[config.mk]
export PLATFORM = sky130hd
export DESIGN_NAME = change_dispense_ctrl_flat
export DESIGN_NICKNAME = d
export VERILOG_FILES = /design/src/rtl/change_dispense_ctrl_if.sv /design/src/rtl/change_dispense_ctrl.sv /design/src/flat_wrapper.sv
export SDC_FILE = /design/constraint.sdc
export NUM_CORES = 1
export LEC_CHECK = 0
export CAP_MARGIN = 20
export CORE_UTILIZATION = 56
export DETAILED_ROUTE_END_ITERATION = 8
export GPL_TIMING_DRIVEN = 0
export PLACE_DENSITY_LB_ADDON = 0.05
export SYNTH_ARGS = -nofsm -noshare
export SYNTH_HDL_FRONTEND = slang
export SYNTH_SLANG_ARGS = --single-unit
[constraint.sdc]
create_clock -name clk -period 3.5 [get_ports clk]
set_clock_uncertainty 0.05 [all_clocks]
set_input_delay 0.7 -clock clk [delete_from_list [all_inputs] [get_ports clk]]
set_output_delay 0.7 -clock clk [all_outputs]
set_load 0.01 [all_outputs]
[src/rtl/change_dispense_ctrl_if.sv]
// Change-request channel between the front-panel logic and the change dispenser.
// Handshake: a request transfers on the rising edge where change_valid and change_ready
// are both 1; the requester holds change_valid and change_amount stable until then.
interface change_dispense_ctrl_if #(
  parameter int AMT_W = 6
);
  logic             change_valid;
  logic [AMT_W-1:0] change_amount;
  logic             change_ready;
  logic             done;
  logic [AMT_W-1:0] shortfall;

  modport master (
    output change_valid,
    output change_amount,
    input  change_ready,
    input  done,
    input  shortfall
  );

  modport slave (
    input  change_valid,
    input  change_amount,
    output change_ready,
    output done,
    output shortfall
  );
endinterface

[src/rtl/change_dispense_ctrl.sv]
// Coin-return hopper sequencer: pays a change amount in 10- and 5-unit coins,
// confirms each coin on the drop sensor, retries missed drops and latches jams.
module change_dispense_ctrl #(
  parameter int AMT_W       = 6,
  parameter int TUBE_W      = 4,
  parameter int TUBE10_INIT = 8,
  parameter int TUBE5_INIT  = 8,
  parameter int ACK_TIMEOUT = 15,
  parameter int MAX_RETRY   = 2
) (
  input  logic                  clk,
  input  logic                  rst,
  change_dispense_ctrl_if.slave req,
  output logic                  eject_10,
  output logic                  eject_5,
  input  logic                  coin_sensed,
  input  logic                  refill_10,
  input  logic                  refill_5,
  input  logic                  jam_clear,
  output logic                  busy,
  output logic                  jam,
  output logic [TUBE_W-1:0]     tube10_cnt,
  output logic [TUBE_W-1:0]     tube5_cnt,
  output logic [2:0]            fsm_state
);

  localparam int TMR_W = (ACK_TIMEOUT > 1) ? $clog2(ACK_TIMEOUT + 1) : 1;
  localparam int RTY_W = (MAX_RETRY > 0) ? $clog2(MAX_RETRY + 1) : 1;
  localparam logic [TUBE_W-1:0] TUBE_MAX = '1;

  typedef enum logic [2:0] {
    IDLE     = 3'd0,
    SELECT   = 3'd1,
    EJECT    = 3'd2,
    WAIT_ACK = 3'd3,
    JAM      = 3'd4,
    DONE     = 3'd5
  } state_t;

  state_t            state_q;
  state_t            state_d;
  logic [AMT_W-1:0]  remaining_q;
  logic [AMT_W-1:0]  shortfall_q;
  logic              coin10_q;
  logic [RTY_W-1:0]  retry_q;
  logic [TMR_W-1:0]  timer_q;
  logic [TUBE_W-1:0] tube10_q;
  logic [TUBE_W-1:0] tube5_q;
  logic [AMT_W-1:0]  coin_val;

  logic accept;
  logic pick_10;
  logic pick_5;
  logic finish;
  logic acked;
  logic retry;
  logic to_jam;
  logic clr_jam;
  logic dec10;
  logic dec5;

  assign coin_val = coin10_q ? AMT_W'(10) : AMT_W'(5);
  assign dec10    = acked && coin10_q;
  assign dec5     = acked && !coin10_q;

  always_ff @(posedge clk or negedge rst) begin
    if (!rst) state_q <= IDLE;
    else      state_q <= state_d;
  end

  always_comb begin
    state_d = state_q;
    accept  = 1'b0;
    pick_10 = 1'b0;
    pick_5  = 1'b0;
    finish  = 1'b0;
    acked   = 1'b0;
    retry   = 1'b0;
    to_jam  = 1'b0;
    clr_jam = 1'b0;
    case (state_q)
      IDLE: begin
        if (req.change_valid) begin
          accept  = 1'b1;
          state_d = SELECT;
        end
      end
      SELECT: begin
        if (remaining_q >= AMT_W'(10) && tube10_q != '0) begin
          pick_10 = 1'b1;
          state_d = EJECT;
        end else if (remaining_q >= AMT_W'(5) && tube5_q != '0) begin
          pick_5  = 1'b1;
          state_d = EJECT;
        end else begin
          finish  = 1'b1;
          state_d = DONE;
        end
      end
      EJECT: state_d = WAIT_ACK;
      WAIT_ACK: begin
        // The wait spans ACK_TIMEOUT cycles, so re-ejects land ACK_TIMEOUT+1 cycles apart.
        if (coin_sensed) begin
          acked   = 1'b1;
          state_d = SELECT;
        end else if (timer_q == TMR_W'(ACK_TIMEOUT - 1)) begin
          if (retry_q < RTY_W'(MAX_RETRY)) begin
            retry   = 1'b1;
            state_d = EJECT;
          end else begin
            to_jam  = 1'b1;
            state_d = JAM;
          end
        end
      end
      JAM: begin
        if (jam_clear) begin
          clr_jam = 1'b1;
          state_d = DONE;
        end
      end
      DONE:    state_d = IDLE;
      default: state_d = IDLE;
    endcase
  end

  always_ff @(posedge clk or negedge rst) begin
    if (!rst) begin
      remaining_q <= '0;
      shortfall_q <= '0;
      coin10_q    <= 1'b0;
      retry_q     <= '0;
      timer_q     <= '0;
      jam         <= 1'b0;
    end else begin
      if (accept)           remaining_q <= req.change_amount;
      else if (acked)       remaining_q <= remaining_q - coin_val;

      if (accept)                 shortfall_q <= '0;
      else if (finish || clr_jam) shortfall_q <= remaining_q;

      if (pick_10)     coin10_q <= 1'b1;
      else if (pick_5) coin10_q <= 1'b0;

      if (pick_10 || pick_5) retry_q <= '0;
      else if (retry)        retry_q <= retry_q + RTY_W'(1);

      if (state_q == EJECT)         timer_q <= '0;
      else if (state_q == WAIT_ACK) timer_q <= timer_q + TMR_W'(1);

      if (to_jam)       jam <= 1'b1;
      else if (clr_jam) jam <= 1'b0;
    end
  end

  // A refill colliding with a paid coin of the same tube cancels out.
  always_ff @(posedge clk or negedge rst) begin
    if (!rst) begin
      tube10_q <= TUBE_W'(TUBE10_INIT);
      tube5_q  <= TUBE_W'(TUBE5_INIT);
    end else begin
      if (dec10 && !refill_10)                            tube10_q <= tube10_q - TUBE_W'(1);
      else if (refill_10 && !dec10 && tube10_q != TUBE_MAX) tube10_q <= tube10_q + TUBE_W'(1);

      if (dec5 && !refill_5)                            tube5_q <= tube5_q - TUBE_W'(1);
      else if (refill_5 && !dec5 && tube5_q != TUBE_MAX) tube5_q <= tube5_q + TUBE_W'(1);
    end
  end

  assign req.change_ready = (state_q == IDLE);
  assign req.done         = (state_q == DONE);
  assign req.shortfall    = shortfall_q;
  assign eject_10         = (state_q == EJECT) && coin10_q;
  assign eject_5          = (state_q == EJECT) && !coin10_q;
  assign busy             = (state_q != IDLE);
  assign tube10_cnt       = tube10_q;
  assign tube5_cnt        = tube5_q;
  assign fsm_state        = state_q;

endmodule

[src/flat_wrapper.sv]
// flat-port wrapper written by rule: the top's interface ports become plain ports
module change_dispense_ctrl_flat 
#(
  parameter int AMT_W       = 6,
  parameter int TUBE_W      = 4,
  parameter int TUBE10_INIT = 8,
  parameter int TUBE5_INIT  = 8,
  parameter int ACK_TIMEOUT = 15,
  parameter int MAX_RETRY   = 2
)
  (clk, rst, eject_10, eject_5, coin_sensed, refill_10, refill_5, jam_clear, busy, jam, tube10_cnt, tube5_cnt, fsm_state, req_change_valid, req_change_amount, req_change_ready, req_done, req_shortfall);
  change_dispense_ctrl_if #(.AMT_W(AMT_W)) req_i ();
  input  logic clk;
  input  logic rst;
  output logic eject_10;
  output logic eject_5;
  input  logic coin_sensed;
  input  logic refill_10;
  input  logic refill_5;
  input  logic jam_clear;
  output logic busy;
  output logic jam;
  output logic [TUBE_W-1:0] tube10_cnt;
  output logic [TUBE_W-1:0] tube5_cnt;
  output logic [2:0] fsm_state;
  input wire logic [$bits(req_i.change_valid)-1:0] req_change_valid;
  input wire logic [$bits(req_i.change_amount)-1:0] req_change_amount;
  output wire logic [$bits(req_i.change_ready)-1:0] req_change_ready;
  output wire logic [$bits(req_i.done)-1:0] req_done;
  output wire logic [$bits(req_i.shortfall)-1:0] req_shortfall;
  assign req_i.change_valid = req_change_valid;
  assign req_i.change_amount = req_change_amount;
  assign req_change_ready = req_i.change_ready;
  assign req_done = req_i.done;
  assign req_shortfall = req_i.shortfall;
  change_dispense_ctrl #(.AMT_W(AMT_W), .TUBE_W(TUBE_W), .TUBE10_INIT(TUBE10_INIT), .TUBE5_INIT(TUBE5_INIT), .ACK_TIMEOUT(ACK_TIMEOUT), .MAX_RETRY(MAX_RETRY)) u_core (.clk(clk), .rst(rst), .req(req_i), .eject_10(eject_10), .eject_5(eject_5), .coin_sensed(coin_sensed), .refill_10(refill_10), .refill_5(refill_5), .jam_clear(jam_clear), .busy(busy), .jam(jam), .tube10_cnt(tube10_cnt), .tube5_cnt(tube5_cnt), .fsm_state(fsm_state));
endmodule
# Word-level counts from Yosys, hierarchy flattened
# Cells that the tools add are included.
[classes]
n_eq_ne = 11
n_reduce_logical = 32
n_lt_le_gt_ge = 3
muxes = 47
addsub = 7
[op_table]
columns = ["op", "count"]
rows = [
  ["2-to-1 mux 4 bit", 7],
  ["2-to-1 mux 1 bit", 26],
  ["2-to-1 mux 6 bit", 4],
  ["2-to-1 mux 3 bit", 7],
  ["nonzero test 2 bit", 8],
  ["one-hot mux 3 bit (5 select lines)", 1],
  ["adder 4 x 1 -> 4 bit (second input constant)", 3],
  ["logical AND 1 bit", 12],
  ["inequality test 4 bit (second input constant)", 2],
  ["nonzero test 4 bit", 2],
  ["subtractor 4 x 1 -> 4 bit (second input constant)", 2],
  ["== test 3 x 2 -> 1 bit (second input constant)", 2],
  ["== test 3 bit (second input constant)", 2],
  ["greater-or-equal comparator 6 x 3 -> 1 bit (second input constant)", 1],
  ["greater-or-equal comparator 6 x 4 -> 1 bit (second input constant)", 1],
  ["subtractor 6 bit", 1],
  ["logical NOT 1 bit", 5],
  ["== test 4 bit (second input constant)", 1],
  ["2-to-1 mux 2 bit", 2],
  ["inequality test 2 bit (second input constant)", 2],
  ["== test 3 x 1 -> 1 bit (second input constant)", 1],
  ["logical NOT 3 bit", 1],
  ["inequality test 3 x 2 -> 1 bit (second input constant)", 1],
  ["AND reduction 3 bit", 1],
  ["4 further kinds", 5],
]
[word_totals]
out_inout_bits = 23
elab_cells = 109
ff_bits = 31

# Longest topological paths before layout
[logic_depth]
word_depth = 8
depth_mapped = 9

# Least setup slack after synthesis
# OpenSTA, ideal clock, no wires.
[synth_path]
kind = "input -> register"
from = "in coin_sensed"
to = "reg u_core.tube10_q[3] (netlist: u_core.tube10_cnt[3])"
path_buffers = 0
required_ps = 3375
path_stages = 8
setup_slack_ps = 1179
arrival_ps = 2197
setup_time_ps = 75
cell_sequence = "nand4b_1 > or3_1 > inv_1 > ha_1 > a21o_1 > a21oi_1 > mux2i_1 > xor2_1"
[synth_via]
elab_chain_len = 7
elab_cells_between_ends = 9
classes_between = "3 x mux; 6 x reduce/logical"
[synth_lines]
columns = ["item", "line_no", "source"]
rows = [
  ["start, declared", "flat_wrapper.sv:17", "input logic coin_sensed;"],
  ["2-to-1 mux 1 bit *", "change_dispense_ctrl.sv:103", "if (coin_sensed) begin"],
  ["2-to-1 mux 1 bit *", "change_dispense_ctrl.sv:81", "case (state_q)"],
  ["logical AND 1 bit *", "change_dispense_ctrl.sv:63", "assign dec10 = acked && coin10_q;"],
  ["logical NOT 1 bit", "change_dispense_ctrl.sv:163", "else if (refill_10 && !dec10 && tube10_q != TUBE_MAX) tube10_q <= tube10_q + TUBE_W'(1);"],
  ["logical AND 1 bit (2 in series)", "change_dispense_ctrl.sv:163", ""],
  ["nonzero test 2 bit (no line)", "--", ""],
  ["end signal, assigned", "change_dispense_ctrl.sv:159", "tube10_q <= TUBE_W'(TUBE10_INIT);"],
  ["end signal, assigned", "change_dispense_ctrl.sv:162", "if (dec10 && !refill_10) tube10_q <= tube10_q - TUBE_W'(1);"],
  ["end signal, assigned", "change_dispense_ctrl.sv:163", ""],
  ["end, declared", "change_dispense_ctrl.sv:47", "logic [TUBE_W-1:0] tube10_q;"],
]
# Mark *: on every way between the ends. The rest lies on a longest branch, timed or not.
# A chain may end at the register's enable or synchronous reset.

# Worst setup path in the final report
[layout_path]
from = "in coin_sensed"
to = "reg u_core.tube5_q[3] (netlist: u_core.tube5_cnt[3])"
[layout_via]
elab_chain_len = 7
elab_cells_between_ends = 9
classes_between = "3 x mux; 6 x reduce/logical"
[layout_lines]
columns = ["item", "line_no", "source"]
rows = [
  ["2-to-1 mux 1 bit *", "change_dispense_ctrl.sv:103", ""],
  ["2-to-1 mux 1 bit *", "change_dispense_ctrl.sv:81", ""],
  ["logical AND 1 bit *", "change_dispense_ctrl.sv:64", "assign dec5 = acked && !coin10_q;"],
  ["logical NOT 1 bit", "change_dispense_ctrl.sv:166", "else if (refill_5 && !dec5 && tube5_q != TUBE_MAX) tube5_q <= tube5_q + TUBE_W'(1);"],
  ["logical AND 1 bit (2 in series)", "change_dispense_ctrl.sv:166", ""],
  ["nonzero test 2 bit (no line)", "--", ""],
  ["end signal, assigned", "change_dispense_ctrl.sv:160", "tube5_q <= TUBE_W'(TUBE5_INIT);"],
  ["end signal, assigned", "change_dispense_ctrl.sv:165", "if (dec5 && !refill_5) tube5_q <= tube5_q - TUBE_W'(1);"],
  ["end signal, assigned", "change_dispense_ctrl.sv:166", ""],
  ["end, declared", "change_dispense_ctrl.sv:48", "logic [TUBE_W-1:0] tube5_q;"],
]
# Marked as above.

==> metrics.txt <==
final number of hold-violating endpoints 0; FF+latch count, synth 31; Relative slew margins 0.536; area delta synth->final 26.9%; vias in the first global route 1475; post-synthesis cell type count 44; routability cong. 0.821; post-synthesis sequential area ratio 0.417; Ports 36; RSZ-0062 raised after global routing false; R2R Setup Slk 0.99 ns; Die W 59.7 µm; ANT nets after route 0; DRC 0; CTS clk-pin slew, worst paths 0.09 ns; crit share post-route 0.857; Critical Path AT 3.20 ns; WS Path Type input pin to flop; initial antenna violation count 0; FMAX 0.333 GHz; post-DP HPWL 3190 µm; clk sink count 31; minimum clock period 3.00 ns; core area 3100 µm²; asr flop ratio synth 1.00; Yosys top cell by area dfrtp_1; Hold-fix buffers, CTS 0; Worst VDD drop 0.569 mV; Design Power 0.00214 W; top cells by area, synth dfrtp_1, ha_1, a22o_1, fa_1, o21ai_0; Worst setup SP type input pin; Max Cap Viol 0; syn nets 214; Root Buffer clkbuf_4; crit-path max FO 7; clk_lat worst skew 0.32 ns; drt total wl 4060 µm; endpoints failing setup 0; Post-Synthesis Cells 188; status finished clean; Routed wire per std cell 14.7 µm; depth of the CTS H-tree 2; Avg Synthesized Cell Area 9.92 µm²; ratio of cells with drive above 1 in the final layout 0.0819; commonest register cell after synthesis dfrtp_1; most frequent cells in the layout clkdlybuf4s50_1, dfrtp_1, nand2_1; GRT Total Usage 0.251; worst endpoint required time 3.70 ns; Placement Cell Area 2300 µm²; Port Buffers 35; total grt overflow 0; worst hold slack 0.448 ns; DR vias/cell 5.83; Leak 1.07 nW; Pwr per Cell Area 906 nW/µm²; EDFF count, synth 0; CTS buffer count 5; fin area 2370 µm²; CTS tree done; Fin Setup TNS 0 ns; post-cts resize count 0; largest net degree at the start of global routing 20; CTS Buffer Depth 2; worst slew pin tran 0.694 ns; Site Rows 20; Pins Over Slew Limit 0; Pre-Repair DR Iteration Count 4; Netlist Area Pre-Place 1870 µm²; diode count 0; Starting Density 0.601; first-pass GRT wire length 6550 µm; worst min path class flop to flop; die boundary height 59.7 µm; Cells after DPL 268; via count 1609; most common cell after layout, fill and taps aside clkdlybuf4s50_1; die area 3570 µm²; Synth Warn # 0; CP Capture Type flop; # nets final 257; fin cells 276; postcts setup bufs 0; number of DRC markers in iteration 0 76; top-area cell type share of the netlist area 0.389
[registers in the layout (all words and copies together) (netlist names)]
signal,count
u_core.coin10_q,1
u_core.fsm_state,3
u_core.jam,1
u_core.remaining_q,6
u_core.req.shortfall,6
u_core.retry_q,2
u_core.timer_q,4
u_core.tube10_cnt,4
u_core.tube5_cnt,4
[worst max-delay path: stages]
cell             delay (ns)
clkdlybuf4s50_1        0.60
nand4b_1               0.27
or3_1                  0.46
inv_1                  0.11
ha_1                   0.23
a21o_1                 0.18
a21oi_1                0.22
mux2i_1                0.26
xor2_1                 0.17
[cells by family (layout without fill, tap and decap cells)]
group / after synthesis / after routing / synth area share
AOI/OAI and AO/OA: 48 / 48 / 0.184
xor gates and xnor gates: 7 / 7 / 0.0329
adders and majority gates: 13 / 13 / 0.0993
buffers and inverters: 19 / 63 / 0.0443
DFF: 31 / 31 / 0.417
muxes: 8 / 8 / 0.0449
and+or+nand+nor: 62 / 62 / 0.177
[cells in the mapped netlist (2+ instances only)]
library cell / number
nand2b_1: 2
a211o_1: 2
o31a_1: 2
o21ai_0: 11
mux2_1: 2
o211ai_2: 2
o21a_1: 2
nand3b_1: 3
nor2b_1: 3
a21oi_1: 8
nor4_1: 5
buf_4: 2
xnor2_1: 4
fa_1: 3
nor3b_1: 2
or3_1: 3
a21o_1: 5
a22o_1: 8
inv_1: 13
buf_2: 3
o211ai_1: 2
nand2_1: 14
xor2_1: 3
dfrtp_1: 29
mux2i_1: 5
nor2_1: 9
and2_1: 2
ha_1: 10
nand4_1: 2
nor3_1: 8
nand3_1: 5
dfstp_2: 2
[final timing paths]
check	startpoint	end	depth (start not counted)
worst max-delay path	coin_sensed	u_core.tube5_cnt[3]	9
worst min-delay path	u_core.jam	u_core.jam	1
worst max register to register	u_core.fsm_state[1]	u_core.tube5_cnt[3]	9
worst min register to register	u_core.jam	u_core.jam	1
max in group asynchronous	rst	u_core.tube5_cnt[3]	2
min in group asynchronous	rst	u_core.remaining_q[3]	1
[power breakdown]
part / switching [W] / internal (W)
sequential: 0.000176 / 0.000523
combinational: 0.000608 / 0.000606
clock: 0.000114 / 0.000118
total: 0.000898 / 0.00125
[layer usage]
metal,vias up,GRT usage,share of wire
li1,772,-,-
met1,767,0.310,0.43
met2,60,0.422,0.49
met3,10,0.0476,0.065
met4,0,0.116,0.016
met5,-,0,0
[through the flow]
stage          utilization  setup slack, ns
6_report             0.763            0.499
2_1_floorplan            -             1.18
4_1_cts              0.763            0.547
3_5_place_dp         0.741            0.212
3_3_place_gp         0.732            0.322
5_1_grt              0.763            0.373
[cell type report]
type | instances | area (µm²)
multi-input combinational | 138 | 1000
sequential | 31 | 778
fill | 246 | 736
timing repair buffer | 36 | 378
clock buffer | 8 | 68.8
tap | 44 | 55.1
inverter | 13 | 48.8
buffer | 6 | 33.8
Power figures use the tool's default switching activity.
==> RTL edit 1, RTL diff (same flow settings) <==
Put one more register stage on the output `tube10_cnt`, cleared by the reset. The value now appears one clock later. The other outputs are not delayed to match.
--- a/src/rtl/change_dispense_ctrl.sv
+++ b/src/rtl/change_dispense_ctrl.sv
@@ -175,3 +175,9 @@
   assign busy             = (state_q != IDLE);
-  assign tube10_cnt       = tube10_q;
+  always_ff @(posedge clk or negedge rst) begin
+    if (!rst) begin
+      tube10_cnt <= '0;
+    end else begin
+      tube10_cnt <= tube10_q;
+    end
+  end
   assign tube5_cnt        = tube5_q;
Behaviour: not the same (Yosys sat finds a counterexample within 4 cycles, from zero or initial values and one cycle with rst low).
==> RTL edit 1 against the original RTL <==
- critical path depth stayed put
- sequential cell count up 4
- worst setup slack better by 0.081 ns
- cell area is 3.9% higher
- synthesized cell count rose by 4.8%
- power is 4.4% higher
- area after synthesis increased by 5.8%
- fmax is 2.8% higher
- wire length is 0.91% higher
==> RTL edit 1: results <==
metrics = {
    "logic_synthesis": {
        "synth_compound_area_share_pct": 16.2,
        "ys_ff_latch": 35,
        "synth_xor_area_share_pct": 3.99,
        "synth-seq-area-share_pct": 44.5,
        "synthDistinctLibCells": 43,
        "synth_mux_area_share_pct": 4.75,
        "ys.warnings.count": 0,
        "ys_top_cells_by_area": "dfrtp_1 42%, ha_1 6.3%, a21oi_1 5.1%",
        "synthAdderAreaFrac_pct": 9.38,
        "syn_nets": 223,
        "synthTopCellsByCount": "33 x dfrtp_1, 20 x a21oi_1, 19 x nor2_1, 15 x nand2_1, 12 x inv_1",
    },
    "power": {
        "seq-power_mw": 0.768,
        "intPower_mw": 1.33,
        "p_leak_nw": 1.13,
        "ir_drop_mv": 0.452,
        "pg_clk_mw": 0.296,
        "p_comb_mw": 1.17,
    },
    "setup_path": {
        "ff2ff_setup_slack_ns": 0.91,
        "r2r_end": "u_core.tube10_q[3]$_DFFE_PN1P_",
        "regToRegStartpoint": "u_core.fsm_state[1]$_DFFE_PN0P_",
        "critPathArrivalTime_ns": 3.15,
        "critPathMaxStageDelay_ns": 0.58,
        "cp_max_fo": 6,
    },
    "clock_tree": {
        "clock_insertion_delay_worst_skew_ns": 0.34,
        "clkSlewWorstSetupHoldPaths_ns": 0.12,
    },
    "cells_and_area": {
        "layout.nets": 265,
        "clkbuf_count": 5,
        "num-multi-input-gates": 144,
        "final-clk-cell-share_pct": 3.31,
        "drive_gt1_share_pct": 11.3,
        "seq_share_pct": 35.7,
        "buf_share_pct": 15.2,
        "inverters_excl_clock": 12,
        "fillerInstances": 265,
        "multiInputGateArea_mm2": 0.00102,
    },
    "global_route": {
        "grt.total_usage_pct": 24.6,
        "grt_pass1_wl_um": 6740,
        "grt_max_degree": 36,
        "grt_pass1_vias": 1570,
    },
    "worst_hold_path": {
        "min_path_type": "in2async",
    },
    "timing": {
        "worst_pin_slew_ns": 0.777,
        "hold_slack_ns": 0.366,
    },
    "detailed_routing": {
        "drt_iter0_markers": 104,
        "avgViaCountPerCell": 5.59,
        "wl_um": 4090,
    },
    "placed_design": {
        "gp_congestion": 0.846,
        "dp_hpwl_um": 3150,
        "place_area_mm2": 0.00238,
    },
    "die": {
        "core_mm2": 0.00336,
    },
    "status": {
        "status": "finished clean",
    },
}
-- RTL edit 1: metrics by stage --
step	std cells	worst slack, ns	util [%]
after floorplan	197	1.14	-
after global placement	278	0.329	70.8
after detailed placement	278	0.243	70.7
after CTS	286	0.599	73.1
after global routing	286	0.469	73.1
final	286	0.581	73.1
-- RTL edit 1: cell families (layout without fill, tap and decap cells) --
kind of cell | Yosys count | count (layout)
buffers and inverters | 18 | 61
adder cells (fa/ha/maj) | 13 | 13
multiplexers | 8 | 8
flip-flops | 35 | 35
XOR/XNOR | 9 | 9
AO/OA/AOI/OAI | 48 | 48
AND/OR/NAND/NOR | 66 | 66
-- RTL edit 1: per-layer routing --
metal	part of all wire (%)	vias up	GRT usage, %
li1	-	774	-
met1	43	786	29.7
met2	53	33	44.7
met3	2.7	7	4.41
met4	1.2	0	7.62
met5	0	-	0
==> RTL edit 2, RTL diff (same flow settings) <==
Without the edit above. `MAX_RETRY` is set to 2 in 2 places; all go to 8.
--- a/src/rtl/change_dispense_ctrl.sv
+++ b/src/rtl/change_dispense_ctrl.sv
@@ -8,3 +8,3 @@
   parameter int ACK_TIMEOUT = 15,
-  parameter int MAX_RETRY   = 2
+  parameter int MAX_RETRY   = 8
 ) (
--- a/src/flat_wrapper.sv
+++ b/src/flat_wrapper.sv
@@ -8,3 +8,3 @@
   parameter int ACK_TIMEOUT = 15,
-  parameter int MAX_RETRY   = 2
+  parameter int MAX_RETRY   = 8
 )
Check against the original RTL: same outputs for any inputs over 10 cycles, from zero or initial values and one cycle with rst low; that may be too few to reach the edited logic, so the function may still have changed.
==> RTL edit 2 against the original RTL <==
- area after synthesis up 10%
- critical endpoint is now eject_5
- synthesized cell count rose by 9.6%
- wire length grew 9.7%
- worst setup slack gained 0.072 ns
- power increased by 4.9%
- cell area up 6.3%
- first-iteration DRC count is 96% higher
- sequential cell count grew 2
==> RTL edit 2: results <==
metrics = {
    "status": {
        "status": "finished clean",
    },
    "cells_and_area": {
        "layout.nets": 275,
        "fin_cells": 295,
        "buffers": 40,
        "num-multi-input-gates": 155,
        "multiInputGateArea_mm2": 0.00116,
        "buf_share_pct": 14.6,
        "fillerInstances": 275,
        "ff_latch_area_um2": 828,
    },
    "power": {
        "powerDensity_mw_per_mm2": 893,
        "p_leak_nw": 1.11,
    },
    "global_route": {
        "grt_pass1_vias": 1785,
        "grt_pass1_wl_um": 8070,
        "grt_max_degree": 34,
    },
    "clock_tree": {
        "cts_sinks": 33,
        "clock_insertion_delay_worst_skew_ns": 0.34,
    },
    "detailed_routing": {
        "drt_iter0_markers": 149,
        "avgViaCountPerCell": 5.68,
        "wire_per_inst_um": 15.1,
    },
    "setup_path": {
        "critPathArrivalTime_ns": 2.18,
        "worstRegToRegCells": 8,
        "endpoint": "eject_5",
        "critical-path-top-delay-family": "buffers and inverters",
        "cp_max_fo": 10,
        "critPathMaxStageDelay_ns": 0.57,
        "crit_path_start": "u_core.fsm_state[2]$_DFFE_PN0P_",
    },
    "placed_design": {
        "dp_hpwl_um": 3440,
        "gp_congestion": 0.841,
        "place_area_mm2": 0.00246,
        "dp_cells": 287,
    },
    "timing": {
        "setup_ws_ns": 0.571,
        "slew_headroom_pct": 51.3,
        "hold_slack_ns": 0.357,
    },
    "logic_synthesis": {
        "synth_area_mm2": 0.00206,
        "syn_nets": 233,
        "synth_area_per_cell_um2": 9.98,
        "ys_top_cells_by_area": "dfrtp_1 38%, ha_1 6.7%, mux2_2 4.4%",
        "synthTopCellsByCount": "31 x dfrtp_1, 15 x a21oi_1, 15 x nor2_1, 14 x nand2_1, 13 x o21ai_0",
        "synth-seq-area-share_pct": 40.3,
        "synthDistinctLibCells": 50,
    },
    "worst_hold_path": {
        "min_path_type": "in2async",
    },
}
## RTL edit 2: cell types whose count changed after synthesis, moves of 3 or more
cell,delta
a21oi_1,+7
a22o_1,-7
mux2_2,+7
nor2_1,+6
nor2b_1,+5
nor4_1,-3
xor2_1,-3
## RTL edit 2: power by group
| part | switching [mW] | internal, mW |
|---|---|---|
| logic | 0.643 | 0.638 |
| clock network | 0.129 | 0.0991 |
| registers | 0.190 | 0.551 |
## RTL edit 2: cells by family after synthesis
kind of cell,after synthesis,share of synthesized area [%]
xor+xnor,6,2.56
mux,14,7.36
buf+inv,18,3.41
simple gates,71,20.4
compound gates,50,16.4
flops,33,40.3
fa+ha+maj,14,9.62
## RTL edit 2: routing by layer
metal | part of all wire (%) | wire length, um | track usage [%]
met5 | 0 | 0 | 0
met4 | 1.2 | 54 | 8.72
met3 | 3.1 | 136 | 5.84
met2 | 52 | 2320 | 46.5
met1 | 43 | 1930 | 31.6
